<file path="src/rtl/stu_lane_merger.sv">
// stu_lane_merger: merges NUM_LANES framed PE-array lanes onto one upstream stack bus.
// Each lane feeds its own FIFO. A packet-atomic round-robin arbiter picks the next lane
// and keeps that lane until its EOD beat has been accepted. Output beats carry their
// source lane id.
//
// Ports:
//   clk, reset_n            single clock, asynchronous active-low reset
//   lane_valid/ready        per-lane valid/ready handshake (ready = enable & !full)
//   lane_data, lane_cntl    per-lane beat; cntl 00 MOD, 01 SOD, 10 EOD, 11 SOD+EOD
//   lane_enable             lane takes part in arbitration and accepts input
//   stu_valid/ready         upstream handshake
//   stu_data, stu_cntl      upstream beat, taken from the head of the granted FIFO
//   stu_lane_id             source lane of the current beat
//   err_framing             sticky per-lane framing error flags
//   err_clear               clears all err_framing bits; wins over a same-cycle set
module stu_lane_merger #(
  parameter int unsigned NUM_LANES  = 4,
  parameter int unsigned DATA_W     = 32,
  parameter int unsigned FIFO_DEPTH = 8,
  parameter int unsigned LANE_ID_W  = $clog2(NUM_LANES)
) (
  input  logic                        clk,
  input  logic                        reset_n,
  input  logic [NUM_LANES-1:0]        lane_valid,
  input  logic [NUM_LANES*DATA_W-1:0] lane_data,
  input  logic [NUM_LANES*2-1:0]      lane_cntl,
  output logic [NUM_LANES-1:0]        lane_ready,
  input  logic [NUM_LANES-1:0]        lane_enable,
  output logic                        stu_valid,
  output logic [DATA_W-1:0]           stu_data,
  output logic [1:0]                  stu_cntl,
  output logic [LANE_ID_W-1:0]        stu_lane_id,
  input  logic                        stu_ready,
  output logic [NUM_LANES-1:0]        err_framing,
  input  logic                        err_clear
);

  localparam int unsigned PtrW   = $clog2(FIFO_DEPTH);
  localparam int unsigned CntW   = PtrW + 1;
  localparam int unsigned EntryW = DATA_W + 2;
  // Entry layout is {cntl, data}; these are the SOD and EOD bit positions.
  localparam int unsigned SodBit = DATA_W;
  localparam int unsigned EodBit = DATA_W + 1;

  typedef enum logic {StIdle, StLocked} state_e;

  logic [EntryW-1:0]    mem_q    [NUM_LANES][FIFO_DEPTH];
  logic [PtrW-1:0]      wr_ptr_q [NUM_LANES];
  logic [PtrW-1:0]      rd_ptr_q [NUM_LANES];
  logic [CntW-1:0]      count_q  [NUM_LANES];
  logic [EntryW-1:0]    head     [NUM_LANES];
  logic [NUM_LANES-1:0] full, empty, push, pop, err_set;

  state_e               state_q, state_d;
  logic [LANE_ID_W-1:0] grant_q, grant_d;
  logic [LANE_ID_W-1:0] rr_ptr_q, rr_ptr_d;
  logic                 first_q, first_d;
  logic [NUM_LANES-1:0] err_q, err_d;
  logic [DATA_W-1:0]    last_data_q;
  logic [1:0]           last_cntl_q;
  logic [LANE_ID_W-1:0] last_id_q;

  logic                 found;
  logic [LANE_ID_W-1:0] cand;

  // FIFO status and input handshake; full comes from the registered count so a pop
  // in the same cycle never opens room for a push.
  always_comb begin
    full       = '0;
    empty      = '0;
    push       = '0;
    lane_ready = '0;
    for (int i = 0; i < NUM_LANES; i++) begin
      head[i]       = mem_q[i][rd_ptr_q[i]];
      full[i]       = (count_q[i] == CntW'(FIFO_DEPTH));
      empty[i]      = (count_q[i] == '0);
      lane_ready[i] = lane_enable[i] & ~full[i] & reset_n;
      push[i]       = lane_valid[i] & lane_ready[i];
    end
  end

  always_ff @(posedge clk) begin
    for (int i = 0; i < NUM_LANES; i++) begin
      if (push[i]) begin
        mem_q[i][wr_ptr_q[i]] <= {lane_cntl[2*i +: 2], lane_data[i*DATA_W +: DATA_W]};
      end
    end
  end

  always_ff @(posedge clk or negedge reset_n) begin
    if (!reset_n) begin
      for (int i = 0; i < NUM_LANES; i++) begin
        wr_ptr_q[i] <= '0;
        rd_ptr_q[i] <= '0;
        count_q[i]  <= '0;
      end
    end else begin
      for (int i = 0; i < NUM_LANES; i++) begin
        if (push[i]) wr_ptr_q[i] <= wr_ptr_q[i] + PtrW'(1);
        if (pop[i])  rd_ptr_q[i] <= rd_ptr_q[i] + PtrW'(1);
        if (push[i] && !pop[i]) begin
          count_q[i] <= count_q[i] + CntW'(1);
        end else if (!push[i] && pop[i]) begin
          count_q[i] <= count_q[i] - CntW'(1);
        end
      end
    end
  end

  // First enabled, non-empty lane searching from rr_ptr+1 with wrap-around.
  always_comb begin
    logic [LANE_ID_W-1:0] lidx;
    found = 1'b0;
    cand  = '0;
    lidx  = '0;
    for (int unsigned k = 1; k <= NUM_LANES; k++) begin
      lidx = LANE_ID_W'((32'(rr_ptr_q) + k) % NUM_LANES);
      if (!found && lane_enable[lidx] && !empty[lidx]) begin
        found = 1'b1;
        cand  = lidx;
      end
    end
  end

  always_comb begin
    state_d   = state_q;
    grant_d   = grant_q;
    rr_ptr_d  = rr_ptr_q;
    first_d   = first_q;
    pop       = '0;
    err_set   = '0;
    stu_valid = 1'b0;
    unique case (state_q)
      StIdle: begin
        if (found) begin
          if (!head[cand][SodBit]) begin
            // Packet does not start with SOD: drop the stray beat and flag the lane.
            pop[cand]     = 1'b1;
            err_set[cand] = 1'b1;
          end else begin
            grant_d  = cand;
            rr_ptr_d = cand;
            first_d  = 1'b1;
            state_d  = StLocked;
          end
        end
      end
      StLocked: begin
        // Lock survives lane_enable dropping; only EOD releases it.
        stu_valid = ~empty[grant_q];
        if (stu_valid && stu_ready) begin
          pop[grant_q] = 1'b1;
          first_d      = 1'b0;
          if (!first_q && head[grant_q][SodBit]) err_set[grant_q] = 1'b1;
          if (head[grant_q][EodBit]) state_d = StIdle;
        end
      end
      default: state_d = StIdle;
    endcase
    err_d = err_clear ? '0 : (err_q | err_set);
  end

  always_ff @(posedge clk or negedge reset_n) begin
    if (!reset_n) begin
      state_q     <= StIdle;
      grant_q     <= '0;
      rr_ptr_q    <= LANE_ID_W'(NUM_LANES - 1);
      first_q     <= 1'b0;
      err_q       <= '0;
      last_data_q <= '0;
      last_cntl_q <= '0;
      last_id_q   <= '0;
    end else begin
      state_q  <= state_d;
      grant_q  <= grant_d;
      rr_ptr_q <= rr_ptr_d;
      first_q  <= first_d;
      err_q    <= err_d;
      if (stu_valid) begin
        last_data_q <= head[grant_q][DATA_W-1:0];
        last_cntl_q <= head[grant_q][EodBit:SodBit];
        last_id_q   <= grant_q;
      end
    end
  end

  // Live beat comes straight from the FIFO head; idle outputs hold the last beat.
  always_comb begin
    stu_data    = last_data_q;
    stu_cntl    = last_cntl_q;
    stu_lane_id = last_id_q;
    if (stu_valid) begin
      stu_data    = head[grant_q][DATA_W-1:0];
      stu_cntl    = head[grant_q][EodBit:SodBit];
      stu_lane_id = grant_q;
    end
  end

  assign err_framing = err_q;

endmodule

</file>
<file path="config.mk">
export PLATFORM = sky130hd
export DESIGN_NAME = stu_lane_merger
export DESIGN_NICKNAME = d
export VERILOG_FILES = /design/src/rtl/stu_lane_merger.sv
export SDC_FILE = /design/constraint.sdc
export NUM_CORES = 1
export LEC_CHECK = 0
export CAP_MARGIN = 30
export CORE_ASPECT_RATIO = 0.8
export CORE_MARGIN = 5
export CORE_UTILIZATION = 50
export CTS_BUF_LIST = sky130_fd_sc_hd__clkbuf_4 sky130_fd_sc_hd__clkbuf_8
export CTS_CLUSTER_DIAMETER = 40
export DETAILED_ROUTE_END_ITERATION = 10
export PLACE_DENSITY = 0.68
export SLEW_MARGIN = 20
export SYNTH_ARGS = -nofsm -noshare
export SYNTH_HDL_FRONTEND = slang
export SYNTH_SLANG_ARGS = --single-unit
</file>
<file path="constraint.sdc">
create_clock -name clk -period 4.7 [get_ports clk]
set_clock_uncertainty 0.1 [all_clocks]
set_input_delay 0.94 -clock clk [delete_from_list [all_inputs] [get_ports clk]]
set_output_delay 0.94 -clock clk [all_outputs]
set_load 0.03 [all_outputs]
</file>
==> flow_metrics.env <==
export IMPL_dpl_cell_count=3527
export IMPL_grt_pass1_wl_mm=160
export IMPL_routabilityCongestion=0.846
export IMPL_cp_start_kind="register"
export IMPL_hold_viol_final=0
export IMPL_yosys_warnings=0
export IMPL_grt_max_degree=65
export IMPL_synthAdderAreaFrac_pct=0.727
export IMPL_crit_path_end_kind="output pin"
export IMPL_dieArea_um2=97100
export IMPL_placed_area_um2=49900
export IMPL_synth_fp_nets=2282
export IMPL_viasPerCell=5.86
export IMPL_yosysUniqueCellTypes=52
export IMPL_fp_dieW_um=347
export IMPL_crit_end="stu_data[0]"
export IMPL_dp_hpwl_mm=68.5
export IMPL_avgSynthCellArea_um2=21.5
export IMPL_syn_inst=2110
export IMPL_final_cells=3871
export IMPL_synth_top_area_share_pct=71.9
export IMPL_drt_iter0_markers=2250
export IMPL_clk_path_buf_depth=3
export IMPL_max_cap_viol_count=0
export IMPL_multi_input_area_um2=10600
export IMPL_crit_start="count_q[1]$_DFFE_PN0P_"
export IMPL_met2WireLength_mm=49.6
export IMPL_ir_worst_vdd_mv=0.432
export IMPL_fmax_ghz=0.216
export IMPL_layout_nets=2696
export IMPL_yosysTopAreaCell="edfxtp_1"
export IMPL_tightestPinTransition_ps=932
export IMPL_synth_compound_area_share_pct=2.14
export IMPL_finalSetupViolations=0
export IMPL_drcViolationCount=0
export IMPL_critPathRequiredTime_ps=3660
export IMPL_fill_cells=6372
export IMPL_antenna_found_initial=17
export IMPL_yosysSeqAreaShare_pct=76.6
export IMPL_power_leakage_nw=17.8
export IMPL_rrSetupSlack_ps=690
export IMPL_cpPeakStageDelay_ps=560
export IMPL_cts_tree="yes"
export IMPL_wirelength_mm=109
export IMPL_htreeDepth=4
export IMPL_final_min_clock_period_ps=4630
export IMPL_powerDensity_nw_per_um2=613
export IMPL_synth_seq_cells=1174
export IMPL_power_mw=33.0
export IMPL_io_pins=193
export IMPL_r2r_end="count_q[3]$_DFFE_PN0P_"
export IMPL_die_y_um=280
export IMPL_slew_headroom_pct=37.9
export IMPL_path_cells="or4_1 > mux4_2 > nand2_2 > buf_12 > nand2_1 > o21ai_1 > clkdlybuf4s15_2"
export IMPL_row_count=98
export IMPL_synth_simple_area_share_pct=1.80
export IMPL_report_final_slew_viol_count=0
export IMPL_stdcell_area_um2=53900
export IMPL_cp_max_fo=58
export IMPL_status="finished, final reports clean"
export IMPL_netlist_area_um2=45500
export IMPL_vias=22693
export IMPL_synth_mux_area_share_pct=17.0
export IMPL_overflow=0
export IMPL_critical_path_class="register to output pin"
export IMPL_synthArstFlopShare_pct=7.33
export IMPL_synth_top_family_by_area="multiplexers"
export IMPL_cts_root_buf="clkbuf_8"
export IMPL_grt_pass1_vias=23359
export IMPL_rsz0062_at_grt="yes"
export IMPL_cts_buffers=178
export IMPL_hold_depth=1
export IMPL_setup_tns_ps=0
export IMPL_core_um2=89800
export IMPL_synthTopCellsByArea="edfxtp_1 72%, mux4_2 14%, dfrtp_1 4.6%"
export IMPL_drt_met1_wl_mm=46.8
export IMPL_initial_core_util_pct=50.6
export IMPL_groute_usage_overall_pct=22.8
export IMPL_dr_pass1_iters=5
export IMPL_top_layer="met5"
export IMPL_r2r_worst_path_cells=16
export IMPL_syn_to_final_growth_pct=18.6
export IMPL_antenna_left=0
export IMPL_synth_xor_xnor_area_share_pct=0.617
export IMPL_seq_area_um2=34900
export IMPL_cp_data_arrival_time_ps=3590
export IMPL_yosys_most_used_dff="edfxtp_1"
export IMPL_synth_edf_count=1088
export IMPL_cts_sinks=1174
export IMPL_cp_slowest_cell="mux4_2"
export IMPL_hold_class="register to register"
export IMPL_period_share_pct=98.5
export IMPL_clk_pin_slew_worst_paths_ps=70
export IMPL_clk_insertion_delay_late_ps=840
export IMPL_port_buffers=192
export IMPL_wire_per_inst_um=28.3
export IMPL_timing_rr_start="rd_ptr_q[0]$_DFFE_PN0P_"
export IMPL_routed_wl_met3_mm=10.8
export IMPL_drive_gt1_share_pct=31.9
-- area by class of cell --
class / count / share of cell area (%)
clock inverter: 75 / 0.915
sequential: 1174 / 64.7
tap: 1200 / 2.79
antenna: 6 / 0.0279
inverter: 16 / 0.111
timing repair buffer: 341 / 6.19
clock buffer: 246 / 5.64
multi-input combinational: 813 / 19.6
-- per-stage QoR --
stage                     setup slack (ps)  util (%)  hold slack [ps]
after floorplan                      -85.2         -              351
after global placement                 179      55.6              362
after detailed placement               176      55.6              368
after CTS                            0.224      60.0              382
after global routing                 -84.6      60.0              386
final                                 68.3      60.0              385
-- registers in the layout (all words and copies together), names as in the netlist --
name	count
count_q	16
err_framing	4
first_q	1
grant_q	2
last_cntl_q	2
last_data_q	32
last_id_q	2
mem_q	1088
rd_ptr_q	12
rr_ptr_q	2
state_q	1
wr_ptr_q	12
-- metal layers --
metal / GRT usage, % / vias to the layer above
li1: - / 9618
met5: 0 / -
met1: 33.8 / 11945
met2: 33.2 / 965
met3: 7.40 / 147
met4: 5.97 / 18
-- cell usage after synthesis, drive strengths merged (4+ instances only) --
library cell,count
edfxtp,1088
o21ai,43
nand2b,14
inv,16
ha,20
mux2i,133
nor3,17
o32ai,4
or2,4
nor2,63
xnor2,19
nand2,65
o22ai,67
nor2b,4
mux2,19
xor2,13
or4,4
mux4,274
a21o,6
a21oi,14
dfrtp,84
fa,4
buf,47
clkbuf,60
-- worst min-delay path by stage --
stage	startpoint	end	slack, ps
floorplan	first_q$_DFFE_PN0P_	first_q$_DFFE_PN0P_	350
global placement	last_cntl_q[0]$_DFF_PN0_	last_cntl_q[0]$_DFF_PN0_	360
detailed placement	first_q$_DFFE_PN0P_	first_q$_DFFE_PN0P_	370
CTS	first_q$_DFFE_PN0P_	first_q$_DFFE_PN0P_	380
global route	first_q$_DFFE_PN0P_	first_q$_DFFE_PN0P_	390
finish	first_q$_DFFE_PN0P_	first_q$_DFFE_PN0P_	390
-- kinds of logic after synthesis --
kind of cell,after synthesis
AO/OA/AOI/OAI,149
XOR/XNOR,32
adder cells (fa/ha/maj),24
buffers and inverters,123
flip-flops,1174
multiplexers,426
AND/OR/NAND/NOR,182
-- cells in the final DEF (no fill, tap or decap), types with 7 or more instances in the layout --
cell type,instances
nor2_4,19
dfrtp_4,8
buf_12,18
o21ai_1,14
nor2_1,29
xnor2_1,19
clkbuf_8,191
inv_1,16
clkbuf_4,55
buf_4,122
dfrtp_1,72
edfxtp_1,1088
mux2i_1,111
mux2_2,16
o22ai_2,7
mux4_2,274
clkdlybuf4s15_2,11
nor2_2,15
a21oi_1,13
ha_1,20
clkinv_2,18
nand2_1,64
nand2b_1,14
dlygate4sd2_1,12
mux2i_2,18
clkinv_1,36
o21ai_0,27
xor2_1,13
o22ai_1,60
clkbuf_2,7
clkdlybuf4s50_1,155
-- where the power goes --
group | switching, mW | internal (mW) | leakage, nW
combinational | 6.65 | 5.11 | 5.07
clock | 3.88 | 4.39 | 1.88
sequential | 0.782 | 12.2 | 10.8
total | 11.3 | 21.7 | 17.8
-- worst max-delay path: cells and delay by family, from the launching register on --
family	cells	cell delay, ps
simple gates	3	800
mux	1	560
flops	1	460
compound gates	1	290
buf+inv	2	630
-- what timing repair did --
action,4_1_cts,5_1_grt
endpoints found under the hold margin,22,0
setup endpoints to repair,36,29
cloned,1,0
setup buffers,14,0
pin swaps,3,0
resized for setup,125,42
hold buffers,1,0
(Power assumes the default switching activity.)
